===== src/rtl/exp_taylor_sequencer_if.sv =====
// Handshake, result and reciprocal-table bundle for the exp(x) Taylor sequencer.
// slave = the sequencer, master = the operand source / result sink / table owner.
interface exp_taylor_sequencer_if #(
  parameter int DATA_WIDTH = 32
);
  logic                  in_valid;
  logic                  in_ready;
  logic [DATA_WIDTH-1:0] x;
  logic                  out_valid;
  logic                  out_ready;
  logic [DATA_WIDTH-1:0] y;
  logic [4:0]            lut_adr;
  logic [DATA_WIDTH-1:0] lut_val;

  modport master (
    output in_valid, x, out_ready, lut_val,
    input  in_ready, out_valid, y, lut_adr
  );

  modport slave (
    input  in_valid, x, out_ready, lut_val,
    output in_ready, out_valid, y, lut_adr
  );
endinterface


===== src/rtl/exp_taylor_sequencer.sv =====
// Iterative exp(x) via Taylor series: term *= x, term *= 1/k, sum += term, k = 1..N_TERMS.
// Optional build macro EXP_TAYLOR_EARLY_EXIT_EN stops iterating once the term underflows to 0.
module exp_taylor_sequencer #(
  parameter int DATA_WIDTH    = 32,
  parameter int FRACTION_BITS = 30,
  parameter int N_TERMS       = 18
) (
  input logic                   clk,
  input logic                   rst_n,
  exp_taylor_sequencer_if.slave bus
);
  localparam int PW = 2 * DATA_WIDTH;

  localparam logic signed [DATA_WIDTH-1:0] ONE =
    {{(DATA_WIDTH-FRACTION_BITS-1){1'b0}}, 1'b1, {FRACTION_BITS{1'b0}}};
  localparam logic signed [DATA_WIDTH-1:0] MAX_V = {1'b0, {(DATA_WIDTH-1){1'b1}}};
  localparam logic signed [PW-1:0] MAX_W = {{(DATA_WIDTH+1){1'b0}}, {(DATA_WIDTH-1){1'b1}}};
  localparam logic signed [PW-1:0] MIN_W = {{(DATA_WIDTH+1){1'b1}}, {(DATA_WIDTH-1){1'b0}}};
  localparam logic [4:0] K_LAST = 5'(N_TERMS);

  typedef enum logic [1:0] {IDLE, MUL_X, MUL_INV, DONE} state_t;

  state_t                  state_q, state_d;
  logic signed [DATA_WIDTH-1:0] x_q, x_d;
  logic signed [DATA_WIDTH-1:0] term_q, term_d;
  logic signed [DATA_WIDTH-1:0] sum_q, sum_d;
  logic signed [DATA_WIDTH-1:0] y_q, y_d;
  logic [4:0]              k_q, k_d;
  logic                    satp_q, satp_d;

  logic signed [DATA_WIDTH-1:0] mul_op;
  logic signed [PW-1:0]         prod;
  logic signed [DATA_WIDTH-1:0] term_new;
  logic signed [PW-1:0]         add_w;
  logic                         add_ovf;
  logic signed [DATA_WIDTH-1:0] sum_new;
  logic                         last;

  function automatic logic signed [DATA_WIDTH-1:0] sat_w(input logic signed [PW-1:0] v);
    if (v > MAX_W)      return MAX_V;
    else if (v < MIN_W) return ~MAX_V;
    else                return v[DATA_WIDTH-1:0];
  endfunction

  // One shared multiplier: x in MUL_X, table reciprocal in MUL_INV.
  always_comb begin
    mul_op   = (state_q == MUL_INV) ? $signed(bus.lut_val) : x_q;
    prod     = PW'(term_q) * PW'(mul_op);
    term_new = sat_w(prod >>> FRACTION_BITS);
    add_w    = PW'(sum_q) + PW'(term_new);
    add_ovf  = satp_q || (add_w > MAX_W);
    sum_new  = add_ovf ? MAX_V : sat_w(add_w);
  end

  always_comb begin
    state_d = state_q;
    x_d     = x_q;
    term_d  = term_q;
    sum_d   = sum_q;
    y_d     = y_q;
    k_d     = k_q;
    satp_d  = satp_q;
    last    = 1'b0;
    case (state_q)
      IDLE: begin
        if (bus.in_valid) begin
          x_d     = $signed(bus.x);
          term_d  = ONE;
          sum_d   = ONE;
          k_d     = 5'd1;
          satp_d  = 1'b0;
          state_d = MUL_X;
        end
      end
      MUL_X: begin
        term_d  = term_new;
        state_d = MUL_INV;
      end
      MUL_INV: begin
        term_d = term_new;
        sum_d  = sum_new;
        satp_d = add_ovf;
        last   = (k_q == K_LAST);
`ifdef EXP_TAYLOR_EARLY_EXIT_EN
        if (term_new == '0) last = 1'b1;
`endif
        if (last) begin
          y_d     = sum_new[DATA_WIDTH-1] ? '0 : sum_new;
          state_d = DONE;
        end else begin
          k_d     = k_q + 5'd1;
          state_d = MUL_X;
        end
      end
      DONE: begin
        if (bus.out_ready) state_d = IDLE;
      end
      default: state_d = IDLE;
    endcase
  end

  always_ff @(posedge clk or negedge rst_n) begin
    if (!rst_n) begin
      state_q <= IDLE;
      x_q     <= '0;
      term_q  <= '0;
      sum_q   <= '0;
      y_q     <= '0;
      k_q     <= '0;
      satp_q  <= 1'b0;
    end else begin
      state_q <= state_d;
      x_q     <= x_d;
      term_q  <= term_d;
      sum_q   <= sum_d;
      y_q     <= y_d;
      k_q     <= k_d;
      satp_q  <= satp_d;
    end
  end

  assign bus.in_ready  = (state_q == IDLE);
  assign bus.out_valid = (state_q == DONE);
  assign bus.y         = y_q;
  assign bus.lut_adr   = (state_q == MUL_INV) ? k_q : 5'd0;
endmodule

===== src/flat_wrapper.sv =====
// flat-port wrapper written by rule: the top's interface ports become plain ports
module exp_taylor_sequencer_flat 
#(
  parameter int DATA_WIDTH    = 32,
  parameter int FRACTION_BITS = 30,
  parameter int N_TERMS       = 18
)
  (clk, rst_n, bus_in_valid, bus_x, bus_out_ready, bus_lut_val, bus_in_ready, bus_out_valid, bus_y, bus_lut_adr);
  exp_taylor_sequencer_if #(.DATA_WIDTH(DATA_WIDTH)) bus_i ();
  input logic clk;
  input logic rst_n;
  input wire logic [$bits(bus_i.in_valid)-1:0] bus_in_valid;
  input wire logic [$bits(bus_i.x)-1:0] bus_x;
  input wire logic [$bits(bus_i.out_ready)-1:0] bus_out_ready;
  input wire logic [$bits(bus_i.lut_val)-1:0] bus_lut_val;
  output wire logic [$bits(bus_i.in_ready)-1:0] bus_in_ready;
  output wire logic [$bits(bus_i.out_valid)-1:0] bus_out_valid;
  output wire logic [$bits(bus_i.y)-1:0] bus_y;
  output wire logic [$bits(bus_i.lut_adr)-1:0] bus_lut_adr;
  assign bus_i.in_valid = bus_in_valid;
  assign bus_i.x = bus_x;
  assign bus_i.out_ready = bus_out_ready;
  assign bus_i.lut_val = bus_lut_val;
  assign bus_in_ready = bus_i.in_ready;
  assign bus_out_valid = bus_i.out_valid;
  assign bus_y = bus_i.y;
  assign bus_lut_adr = bus_i.lut_adr;
  exp_taylor_sequencer #(.DATA_WIDTH(DATA_WIDTH), .FRACTION_BITS(FRACTION_BITS), .N_TERMS(N_TERMS)) u_core (.clk(clk), .rst_n(rst_n), .bus(bus_i));
endmodule

===== config.mk =====
export PLATFORM = sky130hd
export DESIGN_NAME = exp_taylor_sequencer_flat
export DESIGN_NICKNAME = d
export VERILOG_FILES = /design/src/rtl/exp_taylor_sequencer_if.sv /design/src/rtl/exp_taylor_sequencer.sv /design/src/flat_wrapper.sv
export SDC_FILE = /design/constraint.sdc
export NUM_CORES = 2
export LEC_CHECK = 0
export CORE_MARGIN = 4
export CORE_UTILIZATION = 44
export CTS_CLUSTER_DIAMETER = 80
export DETAILED_ROUTE_END_ITERATION = 10
export SYNTH_ARGS = -nofsm -noshare
export SYNTH_HDL_FRONTEND = slang
export SYNTH_SLANG_ARGS = --single-unit

===== constraint.sdc =====
create_clock -name clk -period 21.1 [get_ports clk]
set_input_delay 3.165 -clock clk [delete_from_list [all_inputs] [get_ports clk]]
set_output_delay 3.165 -clock clk [all_outputs]
set_load 0.01 [all_outputs]

; Yosys cells after proc, flatten, opt, wreduce, memory -nomap -nowiden
; Cells that the tools add are included.
[word_totals]
out_inout_bits = 39
elab_cells = 52
register_bits = 136
inputBits = 68
[classes]
order_cmp = 4
reduce_logical = 11
n_addsub = 2
n_mul = 1
muxes = 20
n_eq_ne = 7
[ops]
columns = op, n
row1 = 2-to-1 mux 32 bit, 7
row2 = one-hot mux 32 bit (2 select lines), 2
row3 = "> comparator 64 x 32 -> 1 bit, second input constant", 1
row4 = "less-than comparator 64 x 32 -> 1 bit, second input constant", 1
row5 = multiplier 32 x 32 -> 64 bit, 1
row6 = "> comparator 34 x 32 -> 1 bit, second input constant", 1
row7 = "less-than comparator 34 x 32 -> 1 bit, second input constant", 1
row8 = adder 32 x 32 -> 33 bit, 1
row9 = 2-to-1 mux 31 bit, 1
row10 = 2-to-1 mux 5 bit, 3
row11 = one-hot mux 5 bit (2 select lines), 1
row12 = AND reduction 2 bit, 5
row13 = one-hot mux 2 bit (4 select lines), 1
row14 = 2-to-1 mux 2 bit, 3
row15 = "!= test 2 bit, second input constant", 3
row16 = "adder 5 x 1 -> 5 bit, second input constant", 1
row17 = "equality test 5 bit, second input constant", 1
row18 = "equality test 2 bit, second input constant", 2
row19 = nonzero test 2 bit, 2
row20 = AND reduction 3 bit, 1
row21 = "equality test 2 x 1 -> 1 bit, second input constant", 1
row22 = logical NOT 2 bit, 1
row23 = one-hot mux 1 bit (2 select lines), 1
row24 = OR reduction 2 bit, 1
row25 = other kinds (2), 2

; Logic depth before layout (Yosys ltp)
[logic_depth]
depth_word = 12
mapped_depth = 49
depth_no_buf = 42

; Least setup slack after synthesis
; OpenSTA, ideal clock, no wires.
[synth_path]
path_kind = input to register
from = input port bus_lut_val[0]
to = register u_core.y_q[18], in the netlist u_core.bus.y[18]
path_stages = 40
required_time_ns = 20.953
arrival_time_ns = 14.319
path_buffers = 4
setup_time_ns = 0.147
path_slack_ns = 6.634
cell_sequence = mux2i_1 clkbuf_1 nand2b_1 inv_1 ha_1 fa_1 fa_1 fa_1 inv_1 fa_1 inv_1 fa_1 inv_1 fa_1 inv_1 fa_1 ha_1 buf_2 [4 not listed] a211oi_1 and3_1 nor2_1 o211ai_1 clkbuf_1 o21ai_0 ha_1 fa_1 a21o_1 a21oi_1 o21ai_0 a211o_1 o21ai_2 o41ai_2 a31o_2 nor3_1 buf_2 a311oi_1
[synth_between]
elab_chain_len = 11
word_cells_on_any_way = 14
cone_classes = add/sub (1) / mul (1) / order compare (4) / mux (7) / reduce/logical (1)
[synth_rtl]
columns = item, line_no
row1 = from (decl), flat_wrapper.sv:15  ; input wire logic [$bits(bus_i.lut_val)-1:0] bus_lut_val;
row2 = 2-to-1 mux 32 bit (*), exp_taylor_sequencer.sv:47  ; mul_op = (state_q == MUL_INV) ? $signed(bus.lut_val) : x_q;
row3 = multiplier 32 x 32 -> 64 bit (*), exp_taylor_sequencer.sv:48  ; prod = PW'(term_q) * PW'(mul_op);
row4 = less-than comparator 34 x 32 -> 1 bit, exp_taylor_sequencer.sv:41  ; else if (v < MIN_W) return ~MAX_V;
row5 = 2-to-1 mux 32 bit, exp_taylor_sequencer.sv:41
row6 = 2-to-1 mux 32 bit (*), exp_taylor_sequencer.sv:40  ; if (v > MAX_W) return MAX_V;
row7 = adder 32 x 32 -> 33 bit (*), exp_taylor_sequencer.sv:50  ; add_w = PW'(sum_q) + PW'(term_new);
row8 = less-than comparator 64 x 32 -> 1 bit, exp_taylor_sequencer.sv:41
row9 = 2-to-1 mux 32 bit, exp_taylor_sequencer.sv:41
row10 = 2-to-1 mux 32 bit, exp_taylor_sequencer.sv:40
row11 = 2-to-1 mux 32 bit (*), exp_taylor_sequencer.sv:52  ; sum_new = add_ovf ? MAX_V : sat_w(add_w);
row12 = 2-to-1 mux 31 bit (*), exp_taylor_sequencer.sv:88  ; y_d = sum_new[DATA_WIDTH-1] ? '0 : sum_new;
row13 = to (signal assigned), exp_taylor_sequencer.sv:116  ; y_q <= y_d;
row14 = to (decl), exp_taylor_sequencer.sv:27  ; logic signed [DATA_WIDTH-1:0] y_q, y_d;
; Every way passes the cells marked *; elsewhere a longest branch is shown, timed or not.
; A chain may end at the register's enable or synchronous reset.

; Worst setup path after layout
[layout_path]
from = input port bus_lut_val[5]
to = register u_core.sum_q[21]
[layout_between]
elab_chain_len = 11
word_cells_on_any_way = 14
cone_classes = add/sub (1) / mul (1) / order compare (4) / mux (7) / reduce/logical (1)
[layout_rtl]
columns = item, line_no
row1 = 2-to-1 mux 32 bit (*), exp_taylor_sequencer.sv:47
row2 = multiplier 32 x 32 -> 64 bit (*), exp_taylor_sequencer.sv:48
row3 = less-than comparator 34 x 32 -> 1 bit, exp_taylor_sequencer.sv:41
row4 = 2-to-1 mux 32 bit, exp_taylor_sequencer.sv:41
row5 = 2-to-1 mux 32 bit (*), exp_taylor_sequencer.sv:40
row6 = adder 32 x 32 -> 33 bit (*), exp_taylor_sequencer.sv:50
row7 = less-than comparator 64 x 32 -> 1 bit, exp_taylor_sequencer.sv:41
row8 = 2-to-1 mux 32 bit, exp_taylor_sequencer.sv:41
row9 = 2-to-1 mux 32 bit, exp_taylor_sequencer.sv:40
row10 = 2-to-1 mux 32 bit (*), exp_taylor_sequencer.sv:52
row11 = one-hot mux 32 bit (2 select lines) (*), exp_taylor_sequencer.sv:64  ; case (state_q)
row12 = to (signal assigned), exp_taylor_sequencer.sv:115  ; sum_q <= sum_d;
row13 = to (decl), exp_taylor_sequencer.sv:26  ; logic signed [DATA_WIDTH-1:0] sum_q, sum_d;
; Marked as above.

==> qor.csv <==
stage,metric,value,unit
timing,clock_skew,15.2,ps
timing,relSlewSlack,23.0,%
timing,post-route-period-util,81.2,%
synthesis,syn_area_per_cell,9.46,sq um
floorplanning,io_pins,107,
timing,max_slew.worst_pin.slew,1150,ps
floorplanning,die_x,324,um
synthesis,ys_seq_elements,135,
clocking,clk_pin_slew_worst_paths,70,ps
min_path,hold_class,reg2reg,
worst_setup_path,critPathRequiredTime,21390,ps
timing,timing.hold.ws,489,ps
synthesis,synth_largest_area_cell,fa_1,
layout,drive_above_1_share,4.80,%
layout,final_cell_mix,"fa_1, inv_1, nand2_1",
drt,wirelength,119,mm
floorplanning,rows,115,
floorplanning,die_y,324,um
synthesis,synth_cells,4641,
global_routing,grt_usage,24.0,%
clocking,cts_tree,built,
layout,layout.nets,5937,
timing,fmax,0.0584,GHz
floorplanning,die_area,0.105,sq mm
drt,firstDrtPassIters,6,
clocking,root_buffer,clkbuf_16,
clocking,clk_latency,460,ps
worst_setup_path,ff2ff_setup_slack,5420,ps
timing,period_minus_slack,17130,ps
clocking,h-tree-depth,4,
global_routing,grt_pass1_vias,34499,
drt,vias_per_cell,5.37,
synthesis,yosysWarnings,0,
timing,rsz0062_at_grt,no,
global_routing,grt_pass1_wl,196,mm
floorplanning,core-area,0.0987,sq mm
worst_setup_path,start_kind,primary input,
synthesis,syn_nets,6008,
placed_design,io_buffers,105,
drt,ant_nets,0,
layout,area_delta_synth_final,6.49,%
clocking,numCtsBuffers,17,
worst_setup_path,crit_top_cell,fa_1,
global_routing,grt_overflow,0,
worst_setup_path,path_max_fanout,60,
floorplanning,start_util,44.5,%
worst_setup_path,max_stage_delay,920,ps
job,cap_violations,0,
worst_setup_path,crit_type,in2reg,
drt,drc,0,
layout,mostFrequentLayoutCell,fa_1,
worst_setup_path,cp-end-kind,flop,
synthesis,synthArstFlopShare,100,%
synthesis,synth_edf_count,0,
placed_design,place.gp.congestion,0.939,
global_routing,grt_max_degree,82,
synthesis,synth.area.top_cells,"fa_1, inv_1, dfrtp_1",
worst_setup_path,worstPathArrival,17420,ps
drt,post_drt_wl_per_cell,20.3,um
worst_setup_path,cpMaxStageDelayCell,fa_1,
synthesis,synth_top_flop_cell,dfrtp_1,
drt,drt_iter0_markers,1930,
global_routing,antenna_found_initial,2,
timing,setup_viol,0,
clocking,clk_path_buf_depth,2,
run_status,status,finished clean,
timing,final_max_slew_viol_count,0,
timing,hold_viol,0,
clocking,clock_sinks,135,
placed_design,hpwl,95.0,mm
synthesis,synthesis.area,0.0439,sq mm
synthesis,yosysTopAreaCellShare,49.3,%
clocking,hold_buffers,0,
synthesis,synth_cell_type_count,82,
clocking,cts-resized-gates,0,
drt,vias,31561,
synthesis,synth-seq-area-share,7.69,%
clocking,post-cts-setup-buffers,0,
timing,fin_tns_setup,0,ps
==> state kept, by name, indices dropped and copies added, names as in the netlist <==
name,cells
u_core.sum_q,32
u_core.term_q,32
u_core.k_q,5
u_core.satp_q,1
u_core.bus.y,31
u_core.state_q,2
u_core.x_q,32
==> final cells by class <==
class | count | area, sq um
fillers | 9517 | 51900
multi-input cells | 3297 | 36100
inverters | 948 | 3560
flip-flops and latches | 135 | 3380
well taps | 1287 | 1610
repair buffers | 171 | 1550
clock buffers | 19 | 443
clock inverters | 13 | 123
diodes | 2 | 5.00
==> stage by stage <==
stage,setup slack (ps),area (sq um),instances,util [%]
floorplan,6630,43900,4641,-
global route,2730,46800,5870,47.4
finish,3970,46800,5872,47.4
CTS,3900,46800,5870,47.4
global placement,3920,46200,5838,46.8
detailed placement,3470,46200,5838,46.8
==> synth_stat cells (8+ instances only) <==
library cell and n:
a2111oi_0 15, a211oi_1 21, a21o_1 38, a21oi_1 112
a311oi_1 8, a31oi_1 13, and2_1 282, and3_1 12
and4_1 9, buf_2 9, clkbuf_1 241, dfrtp_1 135
fa_1 1082, ha_1 217, inv_1 948, mux2_2 55
mux2i_1 11, nand2_1 610, nand2b_1 25, nand3_1 25
nand4_1 17, nor2_1 109, nor2b_1 239, nor3_1 16
o211ai_1 10, o21a_1 15, o21ai_0 112, o21bai_1 17
o221ai_1 14, o22a_1 12, o311ai_1 19, o311ai_2 9
o31ai_1 9, or2_2 11, xnor2_1 50, xor2_1 26
==> worst paths after layout <==
check	start	end	depth (start not counted)
worst max-delay path	bus_lut_val[5]	u_core.sum_q[21]	41
worst min-delay path	u_core.term_q[11]	u_core.term_q[11]	2
worst max register to register	u_core.state_q[0]	u_core.sum_q[21]	43
worst min register to register	u_core.term_q[11]	u_core.term_q[11]	2
max in group asynchronous	rst_n	u_core.term_q[21]	2
min in group asynchronous	rst_n	u_core.bus.y[0]	1
==> worst max-delay path: cells and delay by family <==
| family | cells | cell delay [ps] |
|---|---|---|
| adder cells (fa/ha/maj) | 11 | 5520 |
| buffers and inverters | 8 | 1670 |
| AO/OA/AOI/OAI | 18 | 5140 |
| multiplexers | 1 | 610 |
| AND/OR/NAND/NOR | 3 | 1240 |
==> kinds of logic (layout without fill, tap and decap cells) <==
logic type      Yosys count  count (layout)  synth area share (%)
other cells               1               3               0.00854
xor+xnor                 76              76                  1.52
buf+inv                1209            1151                  10.4
fa+ha+maj              1299            1299                  55.5
compound gates          488             488                  7.80
flops                   135             135                  7.69
simple gates           1366            1366                  15.4
mux                      67              67                  1.69
==> metal layers <==
| layer | up-vias | global-route usage, % | wire, um |
|---|---|---|---|
| met5 | - | 0 | 0 |
| li1 | 13831 | - | - |
| met2 | 748 | 43.2 | 62100 |
| met4 | 0 | 5.53 | 2850 |
| met3 | 140 | 1.98 | 4910 |
| met1 | 16842 | 31.9 | 49400 |
Power is not shown: default switching activity piles up to over one toggle a cycle in this logic, so the estimate is an artifact.
